## src/rtl/cache_arb_pkg.sv

```systemverilog
// Shared types for the cache/memory arbiter: FSM states, bus owner
// encoding and the beat-counter width helper.
package cache_arb_pkg;

   typedef enum logic [1:0] {
      IDLE = 2'd0,
      ADDR = 2'd1,
      DATA = 2'd2
   } arb_state_t;

   typedef enum logic [1:0] {
      NONE = 2'd0,
      I    = 2'd1,
      D    = 2'd2
   } arb_owner_t;

   // Width of a counter that indexes every beat of a line burst.
   function automatic int line_beat_w(input int words);
      if (words > 1) begin
         return $clog2(words);
      end else begin
         return 1;
      end
   endfunction

   localparam int LINE_BEAT_W = line_beat_w(8);

endpackage

```

## src/rtl/cache_mem_arbiter_rr.sv

```systemverilog
// Two-requester round-robin picker. Requester 0 is the iCache, requester 1
// the dCache. 'last' = 1 means requester 1 was served last, so a tie goes to
// requester 0; 'last' = 0 hands a tie to requester 1.
module rr_arbiter2 (
   input  logic [1:0] req,
   input  logic       last,
   output logic [1:0] grant
);

   // Pick at most one requester; ties alternate on 'last'.
   always_comb begin
      grant = 2'b00;
      case (req)
         2'b01: grant = 2'b01;
         2'b10: grant = 2'b10;
         2'b11: begin
            if (last) begin
               grant = 2'b01;
            end else begin
               grant = 2'b10;
            end
         end
         default: grant = 2'b00;
      endcase
   end

endmodule

```

## src/rtl/cache_mem_arbiter.sv

```systemverilog
// Shares the single memory burst port between the iCache and dCache. One
// full-line transaction at a time; address and data handshakes are routed
// to the current owner, and the beat counter produces m_wlast.
module cache_mem_arbiter
   import cache_arb_pkg::*;
#(
   parameter int LINE_WORDS = 8,
   parameter int ADDR_W     = 32
) (
   input  logic              clk,
   input  logic              reset,
   input  logic              i_req,
   input  logic [ADDR_W-1:0] i_addr,
   output logic              i_addr_ok,
   output logic              i_data_ok,
   output logic [31:0]       i_rdata,
   input  logic              d_req,
   input  logic              d_wr,
   input  logic [ADDR_W-1:0] d_addr,
   input  logic [31:0]       d_wdata,
   output logic              d_addr_ok,
   output logic              d_data_ok,
   output logic [31:0]       d_rdata,
   output logic              m_req,
   output logic              m_wr,
   output logic [ADDR_W-1:0] m_addr,
   output logic [7:0]        m_len,
   output logic [31:0]       m_wdata,
   output logic              m_wlast,
   input  logic              m_addr_ok,
   input  logic              m_data_ok,
   input  logic [31:0]       m_rdata
);

   localparam int                BEAT_W    = line_beat_w(LINE_WORDS);
   localparam logic [BEAT_W-1:0] LAST_BEAT = BEAT_W'(LINE_WORDS - 1);

   arb_state_t        state_r;
   arb_owner_t        owner_r;
   logic [BEAT_W-1:0] beat_r;
   // Tie-break pointer: set when the dCache finishes (iCache gets the next
   // tie), cleared when the iCache finishes or on reset (dCache gets it).
   logic              last_i_r;
   logic [1:0]        grant_s;

   rr_arbiter2 u_rr (
      .req   ({d_req, i_req}),
      .last  (last_i_r),
      .grant (grant_s)
   );

   // Transaction FSM: grant, address phase, then count beats to the line end.
   always_ff @(posedge clk) begin
      if (reset) begin
         state_r  <= IDLE;
         owner_r  <= NONE;
         beat_r   <= {BEAT_W{1'b0}};
         last_i_r <= 1'b0;
         m_addr   <= {ADDR_W{1'b0}};
         m_wr     <= 1'b0;
      end else begin
         case (state_r)
            IDLE: begin
               if (grant_s[1]) begin
                  owner_r <= D;
                  m_addr  <= d_addr;
                  m_wr    <= d_wr;
                  beat_r  <= {BEAT_W{1'b0}};
                  state_r <= ADDR;
               end else if (grant_s[0]) begin
                  owner_r <= I;
                  m_addr  <= i_addr;
                  m_wr    <= 1'b0;
                  beat_r  <= {BEAT_W{1'b0}};
                  state_r <= ADDR;
               end else begin
                  state_r <= IDLE;
               end
            end
            ADDR: begin
               if (m_addr_ok) begin
                  state_r <= DATA;
               end else begin
                  state_r <= ADDR;
               end
            end
            DATA: begin
               if (m_data_ok) begin
                  if (beat_r == LAST_BEAT) begin
                     state_r  <= IDLE;
                     owner_r  <= NONE;
                     beat_r   <= {BEAT_W{1'b0}};
                     last_i_r <= (owner_r == D);
                  end else begin
                     beat_r <= beat_r + {{(BEAT_W-1){1'b0}}, 1'b1};
                  end
               end else begin
                  state_r <= DATA;
               end
            end
            default: begin
               state_r <= IDLE;
               owner_r <= NONE;
               beat_r  <= {BEAT_W{1'b0}};
            end
         endcase
      end
   end

   // Route handshakes to the owner only; memory strobes outside their phase are ignored.
   always_comb begin
      m_req     = (state_r == ADDR);
      i_addr_ok = (state_r == ADDR) && m_addr_ok && (owner_r == I);
      d_addr_ok = (state_r == ADDR) && m_addr_ok && (owner_r == D);
      i_data_ok = (state_r == DATA) && m_data_ok && (owner_r == I);
      d_data_ok = (state_r == DATA) && m_data_ok && (owner_r == D);
      m_wlast   = (state_r == DATA) && m_wr && (beat_r == LAST_BEAT);
      if ((state_r == DATA) && m_wr) begin
         m_wdata = d_wdata;
      end else begin
         m_wdata = 32'h0000_0000;
      end
   end

   assign m_len   = 8'(LINE_WORDS - 1);
   assign i_rdata = m_rdata;
   assign d_rdata = m_rdata;

endmodule

```

## config.mk

```make
export PLATFORM = sky130hd
export DESIGN_NAME = cache_mem_arbiter
export DESIGN_NICKNAME = d
export VERILOG_FILES = /design/src/rtl/cache_arb_pkg.sv /design/src/rtl/cache_mem_arbiter_rr.sv /design/src/rtl/cache_mem_arbiter.sv
export SDC_FILE = /design/constraint.sdc
export NUM_CORES = 1
export LEC_CHECK = 0
export ABC_AREA = 0
export CORE_AREA = 2 2 109 111
export CTS_CLUSTER_SIZE = 10
export DETAILED_ROUTE_END_ITERATION = 8
export DIE_AREA = 0 0 111 113
export GPL_ROUTABILITY_DRIVEN = 1
export MAX_ROUTING_LAYER = met4
export PLACE_DENSITY = 0.76
export SLEW_MARGIN = 0
export SYNTH_ARGS = -nofsm -noshare
export SYNTH_HDL_FRONTEND = slang
export SYNTH_SLANG_ARGS = --single-unit
```

## constraint.sdc

```tcl
create_clock -name clk -period 2.3 [get_ports clk]
set_clock_uncertainty 0.2 [all_clocks]
set_input_delay 0.575 -clock clk [delete_from_list [all_inputs] [get_ports clk]]
set_output_delay 0.575 -clock clk [all_outputs]
set_load 0.02 [all_outputs]
```

==> results.sh, run 1 <==
export IMPL_grt_max_degree=33
export IMPL_finalWorstSetupSlack_ns=0.0228
export IMPL_pin_count=278
export IMPL_synthMostInstantiatedCell="buf_4"
export IMPL_seq_power_share=0.329
export IMPL_leakagePower_uw=0.00192
export IMPL_die_w_um=111
export IMPL_yosysUniqueCellTypes=32
export IMPL_yosys_top_cells_area="dfxtp_1 28%, buf_4 19%, a311oi_2 15%"
export IMPL_crit_type="in -> out"
export IMPL_syn_avg_cell_area_sq_um=8.24
export IMPL_avgViaCountPerCell=4.84
export IMPL_synth_top_cell_by_area="dfxtp_1"
export IMPL_fin_area_sq_um=4490
export IMPL_status="finished clean"
export IMPL_p_comb_frac=0.338
export IMPL_synthTopCellsByCount="73 x buf_4, 68 x nand2_1, 41 x dfxtp_1"
export IMPL_ant_nets=0
export IMPL_maxCapViolations=0
export IMPL_grt_pass1_vias=2838
export IMPL_stdcell_count=606
export IMPL_worstPathArrival_ns=1.50
export IMPL_drv_slew=0
export IMPL_tightest_slew_ns=0.567
export IMPL_ys_ff_latch=41
export IMPL_slowest_stage="clkdlybuf4s50_1"
export IMPL_clkSinkCount=41
export IMPL_clockBufferDepth=2
export IMPL_path_cells="clkdlybuf4s50_1 -> and3_1 -> dlygate4sd2_1"
export IMPL_cp_data_required_time_ns=1.52
export IMPL_fp_coreArea_sq_um=11300
export IMPL_die_y_um=113
export IMPL_dp_slack_ns=-0.419
export IMPL_io_buffers=173
export IMPL_setup_violations_final=0
export IMPL_drtIter0Drc=184
export IMPL_p_int_uw=1780
export IMPL_rows=39
export IMPL_slew_headroom=0.622
export IMPL_min_period_over_period=0.990
export IMPL_grt_overflow=0
export IMPL_netlist_instances=353
export IMPL_wl_um=9660
export IMPL_synth_main_ff_cell="dfxtp_1"
export IMPL_final_layout_size_suffix_gt1_frac=0.186
export IMPL_yosysTopAreaCellShare=0.282
export IMPL_insertion_delay_ns=0.28
export IMPL_synth_edff_count=0
export IMPL_initial_core_util=0.258
export IMPL_max_freq_ghz=0.439
export IMPL_cts_root_buf="clkbuf_16"
export IMPL_grt_pass1_wl_um=15000
export IMPL_nets=599
export IMPL_cts_tree="done"
export IMPL_power_uw=2540
export IMPL_synthArstFlopShare=0
export IMPL_first_pass_iters=4
export IMPL_min_path_type="reg -> reg"
export IMPL_ctsHtreeMaxLevel=2
export IMPL_die_area_sq_um=12500
export IMPL_power_density_nw_per_um2=564
export IMPL_seq_area_frac_synth=0.282
export IMPL_vias=2931
export IMPL_netlist_area_sq_um=2910
export IMPL_peakVddDrop_mv=0.250
export IMPL_crit_path_max_fanout=1
export IMPL_dpl_cell_count=597
export IMPL_power_frac_clock=0.333
export IMPL_hpwl_um=7490
export IMPL_hold_viol=0
export IMPL_rsz0062_at_grt="yes"
export IMPL_drc=0
export IMPL_finalCriticalPeriod_ns=2.28
export IMPL_wl_per_cell_um=15.9
export IMPL_final_core_util=0.399
export IMPL_grt_use_total=0.152
export IMPL_place_congestion=0.830
export IMPL_cts_buffers=5
export IMPL_dpl_cell_area_sq_um=4390
export IMPL_area_delta_synth_final_pct=54.5
export IMPL_antenna_found_initial=0
export IMPL_max_stage_delay_ns=0.46
export IMPL_endpoint_kind="output pin"
export IMPL_p_switching_uw=759
export IMPL_sw_frac_of_total=0.299
export IMPL_startpoint_type="primary input"
export IMPL_path_clk_slew_ns=0.06
export IMPL_num_antenna_cells=0
export IMPL_synth_warnings=0
final timing paths:
kind                                  from  slack, ns         end  cells after the start
worst max-delay path            d_wdata[7]       0.02  m_wdata[7]                      3
worst min-delay path             beat_r[1]       0.29   beat_r[1]                      1
worst max register to register  state_r[0]       0.47   m_addr[1]                      4
worst min register to register   beat_r[1]       0.29   beat_r[1]                      1
worst max-delay path: cells and delay by family:
family        cells  cell delay (ns)
buf+inv           2             0.79
simple gates      1             0.14
metrics by stage:
step	setup TNS (ns)	hold WS, ns
floorplan	0	0.246
global placement	-10.50	0.260
detailed placement	-11.69	0.266
CTS	-0.00667	0.285
global route	-0.0128	0.317
finish	0	0.288
layout by cell type, fill, tap and decap left out, types with 5 or more instances in the layout:
cell,n
clkdlybuf4s50_1,131
nand2_1,68
dfxtp_1,41
a21oi_1,36
and3_1,33
a311oi_2,30
buf_4,20
dlygate4sd2_1,13
clkbuf_2,10
clkdlybuf4s15_1,10
conb_1,8
nor2_1,7
clkbuf_16,5
buf_2,5
buf_12,5
metal layers:
layer,vias up,routed length [um],part of all wire,GRT usage
met1,1347,3440,0.36,0.152
met5,-,0,0,-
met3,24,945,0.098,0.0439
met4,0,271,0.028,0.0575
li1,1370,-,-,-
met2,190,5010,0.52,0.281
cell families (layout without fill, tap and decap cells):
family | Yosys count | in the layout | synth area share
AND/OR/NAND/NOR | 123 | 123 | 0.203
buffers and inverters | 105 | 209 | 0.245
AO/OA/AOI/OAI | 80 | 80 | 0.259
flip-flops | 41 | 41 | 0.282
adder cells (fa/ha/maj) | 2 | 2 | 0.00860
other | 2 | 8 | 0.00258
area by class of cell:
| type | count | area (sq um) |
|---|---|---|
| inverters | 3 | 11.3 |
| flip-flops and latches | 41 | 821 |
| clock buffers | 6 | 139 |
| multi-input cells | 213 | 1410 |
| clock inverters | 2 | 37.5 |
| well taps | 143 | 179 |
| repair buffers | 198 | 1900 |
| fillers | 1119 | 6780 |
power by group through the flow:
stage | sequential, uW | combinational (uW) | clock (uW)
after floorplan | 932 | 528 | 0
after global placement | 848 | 853 | 0
after detailed placement | 850 | 870 | 0
after CTS | 835 | 867 | 867
after global routing | 843 | 915 | 891
final | 834 | 858 | 844
registers in the layout (all words and copies together), names as in the netlist:
| register | count |
|---|---|
| m_wr | 1 |
| beat_r | 3 |
| m_addr | 32 |
| owner_r | 2 |
| state_r | 2 |
| last_i_r | 1 |
repair_timing:
item	in CTS	in global routing
setup endpoints to repair	39	34
resized for setup	60	33
buffers inserted	0	1
hold buffers	0	0
pin swaps	0	1
Power figures use the tool's default switching activity.
==> inputs of run 2 (changes only) <==
--- a/config.mk
+++ b/config.mk
@@ -5,14 +5,15 @@
 export SDC_FILE = /design/constraint.sdc
 export NUM_CORES = 1
 export LEC_CHECK = 0
-export ABC_AREA = 0
+export ABC_AREA = 1
 export CORE_AREA = 2 2 109 111
 export CTS_CLUSTER_SIZE = 10
 export DETAILED_ROUTE_END_ITERATION = 8
 export DIE_AREA = 0 0 111 113
+export DONT_BUFFER_PORTS = 1
 export GPL_ROUTABILITY_DRIVEN = 1
 export MAX_ROUTING_LAYER = met4
-export PLACE_DENSITY = 0.76
+export PLACE_DENSITY = 0.43
 export SLEW_MARGIN = 0
 export SYNTH_ARGS = -nofsm -noshare
 export SYNTH_HDL_FRONTEND = slang
==> run 2 against run 1 <==
Die area is the same; synthesized area shrank 5.7%; fmax grew 4.3%; routed wire length shrank 16%; cell area shrank 38%; sequential power grew 12%; utilization shrank 15 points; synthesized cell count grew 21%; highest routed layer unchanged; sequential share of layout area grew 11 points.
==> results.sh, run 2 <==
export IMPL_cp_top_family="buffers and inverters"
export IMPL_die_area_sq_um=12500
export IMPL_synth_warnings=0
export IMPL_crit_path_max_fanout=33
export IMPL_seq_area_sq_um=822
export IMPL_synth_simple_area_share=0.244
export IMPL_synth_fa_ha_area_frac=0.00912
export IMPL_num_antenna_cells=0
export IMPL_power_density_nw_per_um2=715
export IMPL_area_delta_synth_final_pct=1.46
export IMPL_seq_area_frac_synth=0.299
export IMPL_status="finished clean"
export IMPL_yosysTopAreaCellShare=0.299
export IMPL_first_pass_iters=4
export IMPL_max_freq_ghz=0.458
export IMPL_synth_mux_area_frac=0
export IMPL_cts_root_buf="clkbuf_16"
export IMPL_yosysUniqueCellTypes=20
export IMPL_fin_hold_ws_ns=0.155
export IMPL_grt_use_total=0.132
export IMPL_synthMostInstantiatedCell="nand2_1"
export IMPL_synth_xor_area_share=0
export IMPL_path_cells="inv_2 -> nand2_1 -> inv_2 -> nand2_1 -> buf_12 -> nor2_1 -> buf_4"
export IMPL_avgViaCountPerCell=4.49
export IMPL_final_core_util=0.247
export IMPL_startpoint="state_r[0]"
export IMPL_setup_violations_final=0
export IMPL_netlist_instances=426
export IMPL_min_from="reset"
export IMPL_most_common_layout_cells="85 x nand2_1, 74 x nor2_1, 44 x buf_4"
export IMPL_wl_um=8160
export IMPL_antenna_found_initial=0
export IMPL_die_w_um=111
export IMPL_grt_pass1_vias=2443
export IMPL_largest_register_ffs=32
export IMPL_path_clk_slew_ns=0.06
export IMPL_synth_compound_area_frac=0.134
export IMPL_min_path_type="in -> reg"
export IMPL_ant_nets=0
export IMPL_grt_pass1_wl_um=12600
export IMPL_ctsHtreeMaxLevel=2
export IMPL_crit_type="reg -> out"
export IMPL_cts_tree="done"
export IMPL_top_regs="m_addr: 32 flops, beat_r: 3 flops"
export IMPL_hpwl_um=6450
export IMPL_ys_ff_latch=41
export IMPL_pin_count=278
export IMPL_initial_core_util=0.243
export IMPL_clockBufferDepth=2
export IMPL_nets=531
export IMPL_synth_top_cell_by_area="dfxtp_1"
export IMPL_regMostFlops="m_addr"
export IMPL_peakVddDrop_mv=0.270
export IMPL_cp_data_required_time_ns=1.52
export IMPL_hold_viol=0
export IMPL_worstReg2RegStart="state_r[1]"
export IMPL_clkSinkCount=41
export IMPL_grt_max_degree=41
export IMPL_fin_area_sq_um=2780
export IMPL_max_stage_delay_ns=0.39
export IMPL_worstPathArrival_ns=1.41
export IMPL_vias=2418
export IMPL_multi_input_area_sq_um=1100
export IMPL_yosys_top_cells_area="dfxtp_1 30%, buf_4 20%, nand2_1 12%"
export IMPL_place_congestion=0.888
export IMPL_min_period_over_period=0.949
export IMPL_finalCriticalPeriod_ns=2.18
export IMPL_endpoint_kind="output pin"
export IMPL_grt_overflow=0
export IMPL_synthTopCellsByCount="85 x nand2_1, 76 x nor2_1, 74 x buf_4"
export IMPL_synthArstFlopShare=0
export IMPL_dpl_cell_area_sq_um=2620
export IMPL_synth_main_ff_cell="dfxtp_1"
export IMPL_wl_per_cell_um=15.2
export IMPL_slowest_stage="dfxtp_1"
export IMPL_power_uw=1990
export IMPL_cp_num_buf_inv=4
export IMPL_drc=0
export IMPL_cts_buffers=5
export IMPL_fp_coreArea_sq_um=11300
export IMPL_rows=39
export IMPL_synth_edff_count=0
export IMPL_nFillCells=1265
export IMPL_tns_ns=0
export IMPL_startpoint_type="flop"
export IMPL_drv_slew=0
export IMPL_final_layout_size_suffix_gt1_frac=0.157
export IMPL_maxCapViolations=0
export IMPL_drtIter0Drc=94
export IMPL_layout_commonest_cell="nand2_1"
export IMPL_die_y_um=113
export IMPL_io_buffers=0
export IMPL_leakagePower_uw=0.00141
export IMPL_syn_avg_cell_area_sq_um=6.44
export IMPL_netlist_area_sq_um=2740
export IMPL_synth_top_family_by_area="buffers and inverters"
export IMPL_insertion_delay_ns=0.28
## run 2: cells by family after synthesis
kind of cell    count (synthesis)
simple gates                  172
buf+inv                       136
compound gates                 73
flops                          41
fa+ha+maj                       2
other cells                     2
## run 2: routing by layer
| metal | track usage | vias up | share of wire |
|---|---|---|---|
| li1 | - | 1163 | - |
| met1 | 0.139 | 1069 | 0.39 |
| met2 | 0.228 | 157 | 0.50 |
| met3 | 0.0455 | 29 | 0.089 |
| met4 | 0.0550 | 0 | 0.025 |
| met5 | - | - | 0 |
## run 2: power by group
| part | internal, uW | leakage, uW | switching [uW] |
|---|---|---|---|
| Clock | 398 | 0.0000696 | 295 |
| Sequential | 794 | 0.000340 | 144 |
| Combinational | 121 | 0.00100 | 238 |
## run 2: worst register-to-register path, delay by kind of cell, from the launching register on
kind | cells | cell delay (ns)
simple gates | 4 | 0.41
flops | 1 | 0.34
buf+inv | 2 | 0.46
compound gates | 1 | 0.14
## run 2: path summary, 6_finish.rpt
check        cells past startpoint  slack (ns)           to
max                              7        0.12  m_wdata[15]
max reg2reg                      7        0.64   m_addr[31]
min                              1        0.16     last_i_r
min reg2reg                      2        0.28    beat_r[1]
## run 2: area by class of cell
| type | count | area share |
|---|---|---|
| Inverter | 45 | 0.0625 |
| Clock buffer | 5 | 0.0449 |
| Tap cell | 143 | 0.0643 |
| Multi-Input combinational cell | 255 | 0.394 |
| Clock inverter | 3 | 0.00629 |
| Timing Repair Buffer | 46 | 0.133 |
| Sequential cell | 41 | 0.295 |
## run 2: what timing repair did
action / in CTS / in global routing
pin swaps: 0 / 0
setup endpoints to repair: 2 / 33
hold buffers: 0 / 0
resized for setup: 1 / 4
hold endpoints to repair: 0 / 0
buffers inserted: 0 / 2
## run 2: metrics by stage
| stage | setup WS [ns] | cells |
|---|---|---|
| global route | -0.00517 | 538 |
| CTS | 0.0538 | 536 |
| finish | 0.117 | 538 |
| global placement | 0.363 | 528 |
| detailed placement | 0.323 | 528 |
| floorplan | 0.125 | 432 |
==> RTL change: new RTL, flow settings as in run 2 <==
Change the parameter `ADDR_W` from 32 to 24.
--- a/src/rtl/cache_mem_arbiter.sv
+++ b/src/rtl/cache_mem_arbiter.sv
@@ -7,3 +7,3 @@
    parameter int LINE_WORDS = 8,
-   parameter int ADDR_W     = 32
+   parameter int ADDR_W     = 24
 ) (
Ports: changed (resized d_addr, i_addr and m_addr); port bits go from 278 to 254. The function was not compared with the original's and may differ.
==> RTL change against run 2 <==
Routed wire length decreased by 9.8%. Area after synthesis decreased by 14%. Sequential power decreased by 20%. Sequential cell count decreased by 8. Cell area decreased by 15%. Non-clock buffer count decreased by 6. Worst setup slack got worse by 0.031 ns. Die area unchanged. Critical path depth decreased by 1. Power decreased by 16%. Critical endpoint is now m_wdata[20]. Largest power group unchanged. Highest routed layer unchanged.
==> RTL change: results (changes against run 2) <==
stage,metric,value,unit,change
logic_synthesis,Synth top cells by count,"buf_4 (72), nand2_1 (68), nor2_1 (67)",,
logic_synthesis,Yosys cell types,18,,-10%
logic_synthesis,asr flop ratio synth,0,%,unchanged
cells_and_area,nets,460,,-13%
power_and_ir_drop,internal power contribution,0.00112,W,-15%
timing,Hold Worst Slack,0.165,ns,+0.00944 ns
logic_synthesis,Mapped Cells,372,,-13%
routing,initial DRC count,82,,-13%
placement,Port Buffers,0,,unchanged
worst_setup_path,critical path arrival,1.44,ns,+0.03 ns
logic_synthesis,top post-synthesis cells by area,"dfxtp_1 (28%), buf_4 (23%), nand2_1 (11%), nor2_1 (11%), inv_1 (7.2%)",,
cells_and_area,ratio of cells with drive above 1 in the final layout,15.3,%,-0.40 points
placement,dpl hpwl,5.79,mm,-10%
routing,met2 wire length,3.46,mm,-14%
power_and_ir_drop,worst vdd ir,0.253,mV,-6.1%
placement,gp weighted congestion,0.886,,-0.24%
placement,DP Area,2230,sq um,-15%
hold_path,Hold Path End,state_r[0],,
placement,dpl ws,0.349,ns,+0.0256 ns
power_and_ir_drop,Lkg Pwr,1.22,nW,-13%
worst_setup_path,reg2reg end,m_addr[6],,
logic_synthesis,YS warnings,0,,unchanged
global_routing,first-pass GRT wire length,10.5,mm,-17%
global_routing,vias in the first global route,1897,,-22%
routing,M1 WL,3.07,mm,-3.7%
routing,drt via density,4.16,,-7.5%
routing,WL met3,575,microns,-21%
routing,total wire length,7.36,mm,-9.8%
timing,Pins Over Slew Limit,0,,unchanged
logic_synthesis,register area share after synthesis,28.1,%,-1.8 points
cells_and_area,# diodes,0,,unchanged
worst_setup_path,critical path peak fanout,33,,unchanged
global_routing,global-route usage over all layers,11.1,%,-2.1 points
run_status,status,finished clean,,
worst_setup_path,internal reg-to-reg setup slack,0.70,ns,+0.06 ns
global_routing,largest net degree at the start of global routing,49,,+20%
cells_and_area,Non-Filler Instances,483,,-10%
cells_and_area,Largest regs,"m_addr x24, beat_r x3",,
worst_setup_path,r2r worst-path depth,6,,-1
RTL change: worst max path at each step:
stage	to	cells after the start	slack [ns]
2_1_floorplan	i_addr_ok	4	0.14
3_3_place_gp	m_wdata[20]	6	0.38
3_5_place_dp	m_wdata[18]	6	0.35
4_1_cts	m_wdata[18]	6	0.04
5_1_grt	m_wdata[25]	6	0.02
6_report	m_wdata[20]	6	0.09
RTL change: cell families (layout without fill, tap and decap cells):
| group | Yosys count | after routing | share of synthesized area [%] |
|---|---|---|---|
| adder cells (fa/ha/maj) | 2 | 2 | 1.06 |
| buffers and inverters | 132 | 94 | 34.1 |
| AO/OA/AOI/OAI | 57 | 57 | 12.1 |
| AND/OR/NAND/NOR | 146 | 146 | 24.3 |
| flip-flops | 33 | 33 | 28.1 |
| other | 2 | 8 | 0.319 |
RTL change: metal layers:
layer  vias to the layer above  global-route usage (%)
met5                         -                       -
met4                         0                    5.00
met3                        28                    3.11
met2                       124                    18.5
met1                       875                    12.5
li1                        981                       -
RTL change: final cells by class:
| cell class | instances | area, sq um |
|---|---|---|
| Fill cell | 1305 | 8900 |
| Multi-Input combinational cell | 213 | 913 |
| Sequential cell | 33 | 661 |
| Timing Repair Buffer | 40 | 304 |
| Tap cell | 143 | 179 |
| Inverter | 46 | 175 |
| Clock buffer | 6 | 129 |
| Clock inverter | 2 | 10.0 |
RTL change: power groups by stage:
stage	clock network, W	registers (W)	logic (W)
finish	0.000653	0.000748	0.000271
detailed placement	0	0.000762	0.000275
CTS	0.000685	0.000750	0.000276
global placement	0	0.000762	0.000270
global route	0.000702	0.000756	0.000312
floorplan	0	0.000743	0.000402
RTL change: what timing repair did:
action	CTS	global route
resized for setup	0	2
buffers inserted	0	0
setup endpoints to repair	0	11
